**config.mk**
```make
export PLATFORM = sky130hd
export DESIGN_NAME = width_12to8_flat
export DESIGN_NICKNAME = d
export VERILOG_FILES = /design/src/rtl/width_12to8_if.sv /design/src/rtl/width_12to8.sv /design/src/flat_wrapper.sv
export SDC_FILE = /design/constraint.sdc
export NUM_CORES = 1
export LEC_CHECK = 0
export BUFFER_PORTS_ARGS = -buffer_cell sky130_fd_sc_hd__clkbuf_2
export CAP_MARGIN = 20
export CORE_ASPECT_RATIO = 0.8
export CORE_MARGIN = 2
export CORE_UTILIZATION = 50
export DETAILED_ROUTE_END_ITERATION = 7
export GPL_TIMING_DRIVEN = 0
export PLACE_DENSITY = 0.72
export SETUP_SLACK_MARGIN = 0.02
export SYNTH_ARGS = -nofsm -noshare
export SYNTH_HDL_FRONTEND = slang
export SYNTH_SLANG_ARGS = --single-unit
```
**constraint.sdc**
```tcl
create_clock -name clk -period 2.6 [get_ports clk]
set_input_delay 0.65 -clock clk [delete_from_list [all_inputs] [get_ports clk]]
set_output_delay 0.65 -clock clk [all_outputs]
set_load 0.01 [all_outputs]
```
**src/rtl/width_12to8_if.sv**
```systemverilog
// Handshake bundle for the 12-bit to 8-bit stream converter: word input side,
// flush request and byte output side.
interface width_12to8_if;
    localparam int unsigned IN_W  = 12;
    localparam int unsigned OUT_W = 8;

    logic             valid_in;
    logic             ready_in;
    logic [IN_W-1:0]  data_in;
    logic             flush_in;
    logic             valid_out;
    logic             ready_out;
    logic [OUT_W-1:0] data_out;

    modport slave (
        input  valid_in,
        input  data_in,
        input  flush_in,
        input  ready_out,
        output ready_in,
        output valid_out,
        output data_out
    );

    modport master (
        output valid_in,
        output data_in,
        output flush_in,
        output ready_out,
        input  ready_in,
        input  valid_out,
        input  data_out
    );
endinterface

```
**src/rtl/width_12to8.sv**
```systemverilog
// Packs 12-bit words into an MSB-first 8-bit byte stream through a 6-nibble
// left-aligned buffer; a flush pads an odd trailing nibble out to a full byte.
module width_12to8 #(
    parameter logic [3:0] PAD_NIBBLE = 4'h0
) (
    input  logic          clk,
    input  logic          rst,
    width_12to8_if.slave  bus,
    output logic          busy
);
    localparam int unsigned BUF_W = 24;
    localparam int unsigned CNT_W = 3;

    logic [BUF_W-1:0] nib_buf, nib_buf_nxt, popped;
    logic [CNT_W-1:0] cnt, cnt_nxt, cnt_pop;
    logic             flush_pend, flush_pend_nxt;
    logic             push, pop, pad;

    // Outputs are decoded from registered state only.
    assign bus.ready_in  = (cnt <= CNT_W'(3)) && !flush_pend;
    assign bus.valid_out = (cnt >= CNT_W'(2));
    assign bus.data_out  = bus.valid_out ? nib_buf[BUF_W-1 -: 8] : 8'h00;
    assign busy          = (cnt != '0) || flush_pend;

    assign push = bus.valid_in && bus.ready_in;
    assign pop  = bus.valid_out && bus.ready_out;
    assign pad  = flush_pend && (cnt == CNT_W'(1));

    // Pop shifts first; a push then lands right after the surviving nibbles.
    // Unused slots are kept zero so a push can simply OR into place.
    always_comb begin
        popped         = pop ? {nib_buf[BUF_W-9:0], 8'h00} : nib_buf;
        cnt_pop        = pop ? cnt - CNT_W'(2) : cnt;
        nib_buf_nxt    = popped;
        cnt_nxt        = cnt_pop;
        flush_pend_nxt = 1'b0;

        if (pad) begin
            nib_buf_nxt[BUF_W-5 -: 4] = PAD_NIBBLE;
            cnt_nxt                   = CNT_W'(2);
        end else if (push) begin
            nib_buf_nxt = popped | (BUF_W'({bus.data_in, 12'h000}) >> {cnt_pop, 2'b00});
            cnt_nxt     = cnt_pop + CNT_W'(3);
        end

        // A flush only latches if something is left to drain after this cycle.
        flush_pend_nxt = (flush_pend || bus.flush_in) && (cnt_nxt != '0);
    end

    always_ff @(posedge clk) begin
        if (rst) begin
            nib_buf    <= '0;
            cnt        <= '0;
            flush_pend <= 1'b0;
        end else begin
            nib_buf    <= nib_buf_nxt;
            cnt        <= cnt_nxt;
            flush_pend <= flush_pend_nxt;
        end
    end
endmodule

```
**src/flat_wrapper.sv**
```systemverilog
// flat-port wrapper written by rule: the top's interface ports become plain ports
module width_12to8_flat 
#(
    parameter logic [3:0] PAD_NIBBLE = 4'h0
)
  (clk, rst, busy, bus_valid_in, bus_data_in, bus_flush_in, bus_ready_out, bus_ready_in, bus_valid_out, bus_data_out);
  width_12to8_if bus_i ();
  input  logic clk;
  input  logic rst;
  output logic busy;
  input wire logic [$bits(bus_i.valid_in)-1:0] bus_valid_in;
  input wire logic [$bits(bus_i.data_in)-1:0] bus_data_in;
  input wire logic [$bits(bus_i.flush_in)-1:0] bus_flush_in;
  input wire logic [$bits(bus_i.ready_out)-1:0] bus_ready_out;
  output wire logic [$bits(bus_i.ready_in)-1:0] bus_ready_in;
  output wire logic [$bits(bus_i.valid_out)-1:0] bus_valid_out;
  output wire logic [$bits(bus_i.data_out)-1:0] bus_data_out;
  assign bus_i.valid_in = bus_valid_in;
  assign bus_i.data_in = bus_data_in;
  assign bus_i.flush_in = bus_flush_in;
  assign bus_i.ready_out = bus_ready_out;
  assign bus_ready_in = bus_i.ready_in;
  assign bus_valid_out = bus_i.valid_out;
  assign bus_data_out = bus_i.data_out;
  width_12to8 #(.PAD_NIBBLE(PAD_NIBBLE)) u_core (.clk(clk), .rst(rst), .bus(bus_i), .busy(busy));
endmodule
```
# Word level (Yosys, flattened, before mapping)
# Cells that the tools add are included.
word_totals:
  input_bits: 17
  reg_bits: 28
  elab_cells: 30
  output_inout_bits: 11
op_classes:
  n_addsub: 2
  n_eq_ne: 1
  reduce_logical: 11
  mux: 8
  n_bitwise: 1
  shift: 1
  magnitude_cmp: 2
op_table:
  columns: ["operator", "n"]
  rows:
  - ["two-way mux 24 bit", 2]
  - ["OR 24 bit", 1]
  - ["right shift 24 x 5 -> 24 bit", 1]
  - ["two-way mux 16 bit", 1]
  - ["two-way mux 3 bit", 3]
  - ["two-way mux 8 bit", 1]
  - ["nonzero test 3 bit", 2]
  - ["logical AND 1 bit", 5]
  - ["two-way mux 4 bit", 1]
  - ["adder 3 x 2 -> 3 bit, second input constant", 1]
  - ["equality test 3 x 1 -> 1 bit, second input constant", 1]
  - [">= comparator 3 x 2 -> 1 bit, second input constant", 1]
  - ["<= comparator 3 x 2 -> 1 bit, second input constant", 1]
  - ["subtractor 3 x 2 -> 3 bit, second input constant", 1]
  - ["logical OR 1 bit", 2]
  - ["OR reduction 2 bit", 1]
  - ["logical NOT 1 bit", 1]

# Logic depth before layout (Yosys ltp)
depth:
  depth_word: 8
  ltp_mapped: 9
  depth_no_buf: 7

# Worst setup path after synthesis
# OpenSTA, ideal clock, no wires.
synth_path:
  path_type: "register to register"
  from: "reg u_core.cnt[2]"
  to: "reg u_core.nib_buf[4]"
  path_stages_with_launch: 10
  path_slack_ns: 0.636
  arrival_time_ns: 1.842
  required_time_ns: 2.478
  cell_sequence: "dfxtp_1 -> buf_2 -> inv_1 -> ha_1 -> nor2b_2 -> nand2b_4 -> and2_1 -> buf_4 -> nor2_1 -> a221o_1"
synth_via:
  elab_chain_cells: 7
  elab_cells_between_ends: 14
  cone_classes: "add/sub (1); order compare (2); eq/ne (1); shift (1); mux (4); bitwise (1); reduce/logical (4)"
synth_lines:
  columns: ["element", "line_no", "source"]
  rows:
  - ["start: declaration", "width_12to8.sv:15", "logic [CNT_W-1:0] cnt, cnt_nxt, cnt_pop;"]
  - ["start signal: assignment", "width_12to8.sv:57", "cnt <= cnt_nxt;"]
  - [">= comparator 3 x 2 -> 1 bit", "width_12to8.sv:21", "assign bus.valid_out = (cnt >= CNT_W'(2));"]
  - ["logical AND 1 bit", "width_12to8.sv:26", "assign pop = bus.valid_out && bus.ready_out;"]
  - ["two-way mux 3 bit", "width_12to8.sv:33", "cnt_pop = pop ? cnt - CNT_W'(2) : cnt;"]
  - ["right shift 24 x 5 -> 24 bit", "width_12to8.sv:42", "nib_buf_nxt = popped | (BUF_W'({bus.data_in, 12'h000}) >> {cnt_pop, 2'b00});"]
  - ["OR 24 bit", "width_12to8.sv:42", null]
  - ["two-way mux 24 bit", "width_12to8.sv:41", "end else if (push) begin"]
  - ["two-way mux 16 bit *", "width_12to8.sv:38", "if (pad) begin"]
  - ["end signal: assignment", "width_12to8.sv:56", "nib_buf <= nib_buf_nxt;"]
  - ["end: declaration", "width_12to8.sv:14", "logic [BUF_W-1:0] nib_buf, nib_buf_nxt, popped;"]
# Mark *: on every way between the ends. The rest lies on a longest branch, timed or not.
# A chain may end at the register's enable or synchronous reset.

# Worst setup path in the final report
layout_path:
  from: "reg u_core.cnt[2]"
  to: "out bus_data_out[1]"
layout_via:
  elab_chain_cells: 2
layout_lines:
  columns: ["element", "line_no", "source"]
  rows:
  - [">= comparator 3 x 2 -> 1 bit", "width_12to8.sv:21", null]
  - ["two-way mux 8 bit", "width_12to8.sv:22", "assign bus.data_out = bus.valid_out ? nib_buf[BUF_W-1 -: 8] : 8'h00;"]
  - ["end: declaration", "flat_wrapper.sv:17", "output wire logic [$bits(bus_i.data_out)-1:0] bus_data_out;"]
# Every way passes these cells.

==> qor.txt <==
Status = complete, no violations
Hold buffers post-CTS = 0
Worst Hold Path EP = u_core.nib_buf[3]
PD cells = 1160 nW/um2
Logic gate share of total power = 60.4%
Antenna violations before repair = 0
Most frequent cells in the layout = dfxtp_1 (28), clkbuf_2 (27), mux2i_1 (20)
CTS tree = yes
DR pass1 iterations = 4
Hold Crit Depth = 2
Initial DRC count = 122
Multi-input gate area = 1040 um2
First-pass GRT wire length = 7550 um
Area Growth Syn to Fin = 14.0%
Worst hold path type = reg2reg
DIE AREA = 3910 um2
Num CTS Buffers = 3
CTS sink count = 28
Ys async rst share = 0%
Drt via density = 5.97
EDFF count, synth = 0
CTS Buffer Depth = 2
Syn_nets = 210
Post-CTS setup buffers = 0
Fill cell count = 296
Final net count = 242
Post-synthesis xor/xnor area fraction = 0.511%
Die width = 69.4 um
TNS Setup = 0 ps
Period minus WS final = 2420 ps
Core ar. = 3180 um2
Cell Int Power = 1.24 mW
Clk Latency, worst-skew pair = 270 ps
Clock slew seen by the registers of the worst setup and hold paths = 90 ps
Max-capacitance violation count = 0
Adder-cell area share of the yosys netlist = 1.46%
DIE HEIGHT = 56.4 um
Mux share of post-synthesis cell area = 14.3%
Via count = 1564
Worst R2R Setup Slack = 330 ps
FF-to-FF End = u_core.nib_buf[5]
Largest family of logic cells by synthesized area = simple AND/OR/NAND/NOR gates
Sequential area share after synthesis = 32.7%
Sw frac = 44.9%
Period utilization = 93.1%
Root Buffer = clkbuf_8
Required @ worst endpoint = 1950 ps
FMAX = 413 MHz
Hold Crit Start = u_core.nib_buf[3]
Slew margin rel. = 62.6%
Post-synth cell types = 44
Per-cell routed wire length = 17.2 um
Number of placed I/O pins = 28
Synth Flop Type = dfxtp_1
Design Area, Final = 1950 um2
Fin. max-slew vios = 0
Antenna Violating Nets Remaining = 0
Synthesis Warnings = 0
Most common cell after layout, fill and taps aside = dfxtp_1
R2r worst-path depth = 8
GP Congestion = 0.887
Port Buffer Count = 27
Synth Register Bits = 28
Startpoint types = flop
Final Setup Violations = 0
DR DRC count = 0
CTS resizes = 0
Total Routing Usage GR = 23.8%
Compound-Gate Fraction of Synth Area = 21.8%
Row count = 18
Crit path max fanout = 10
RSZ-0062 raised after global routing = no
Ant. Diodes = 0
Clk pwr share = 12.0%
Synthesized area = 1710 um2
Crit path kind = reg2out
Ratio of cells with drive above 1 in the final layout = 25.2%
Peak supply drop = 526 uV
Number of global-route vias before repair = 1588
Register area = 561 um2
Syn Area/Cell = 8.97 um2
Post-DP Area = 1900 um2
Pin count of the biggest net entering global routing = 16
DP HPWL = 3330 um
Worst R2R Start = u_core.cnt[2]
Simple-Gate Fraction of Synth Area = 22.6%
Sequential Power Share = 27.6%
H-tree levels = 1
Worst Tran Pin Value = 561 ps
DRT Wirelength = 4510 um
Switch Pwr = 1.01 mW
Worst Setup End Kind = primary output
Global route overflow = 0
Leakage = 0.888 nW
Final Hold Viols = 0
Mapped Cells = 191
Arr. time, crit path = 1770 ps
Clk_skew = 2.41 ps
Initial Utilization = 53.9%
[state kept, by name, indices dropped and copies added (netlist names)]
register           flops
u_core.cnt             3
u_core.nib_buf        24
u_core.flush_pend      1
[critical path: stages (launching register included)]
cell and delay (ps):
dfxtp_1 340, buf_2 260, inv_1 100, ha_1 300, o31ai_4 170, and2_1 200, clkbuf_2 130
[worst max-delay path by stage]
stage                     slack, ps           endpoint          start
final                           180    bus_data_out[1]  u_core.cnt[2]
after global placement          480  u_core.nib_buf[5]  u_core.cnt[2]
after detailed placement        400  u_core.nib_buf[5]  u_core.cnt[2]
after global routing             30    bus_data_out[7]  u_core.cnt[2]
after floorplan                 640  u_core.nib_buf[4]  u_core.cnt[2]
after CTS                       170    bus_data_out[7]  u_core.cnt[2]
[per-layer routing]
metal	vias up	wire, um	track usage, %
met4	0	33	5.32
met5	-	0	0
met2	48	2150	40.0
li1	769	-	-
met3	7	240	4.49
met1	740	2080	31.9
[area by class of cell]
cell class / count / area share (%)
plain buffers: 12 / 3.40
clock buffers: 4 / 2.82
inverters: 12 / 2.31
multi-input cells: 139 / 53.3
flip-flops and latches: 28 / 28.7
well taps: 40 / 2.56
repair buffers: 27 / 6.92
[through the flow]
stage / power (mW) / setup slack, ps / hold slack, ps / utilization [%] / cells
final: 2.26 / 179 / 507 / 61.5 / 262
after global placement: 1.93 / 480 / 469 / 59.8 / 258
after CTS: 2.25 / 173 / 504 / 61.5 / 262
after global routing: 2.42 / 31.7 / 531 / 61.5 / 262
after detailed placement: 1.97 / 401 / 479 / 59.8 / 258
after floorplan: 1.64 / 636 / 456 / - / 191
[cells by family after synthesis]
logic type | Yosys count
and+or+nand+nor | 61
buffers and inverters | 24
adders and majority gates | 2
muxes | 24
DFF | 28
xor gates and xnor gates | 1
AOI/OAI and AO/OA | 51
[cell usage after synthesis (5+ instances only)]
cell	n	area share, %
and2_1	9	3.3
nor2_1	10	2.2
o21ai_0	6	1.8
nand2_1	9	2.0
mux2i_1	20	12
o22ai_1	17	6.2
a21oi_1	5	1.5
inv_1	12	2.6
dfxtp_1	28	33
buf_2	5	1.5
nor3_1	7	2.0
and3b_1	5	2.6
[power by group through the flow]
stage          Combinational (mW)  Sequential, mW  Clock [mW]
2_1_floorplan                1.03           0.612           0
6_report                     1.36           0.623       0.270
4_1_cts                      1.35           0.622       0.278
3_5_place_dp                 1.34           0.632           0
5_1_grt                      1.48           0.638       0.294
3_3_place_gp                 1.30           0.625           0
Note: power is estimated with default switching activity, not from simulation.
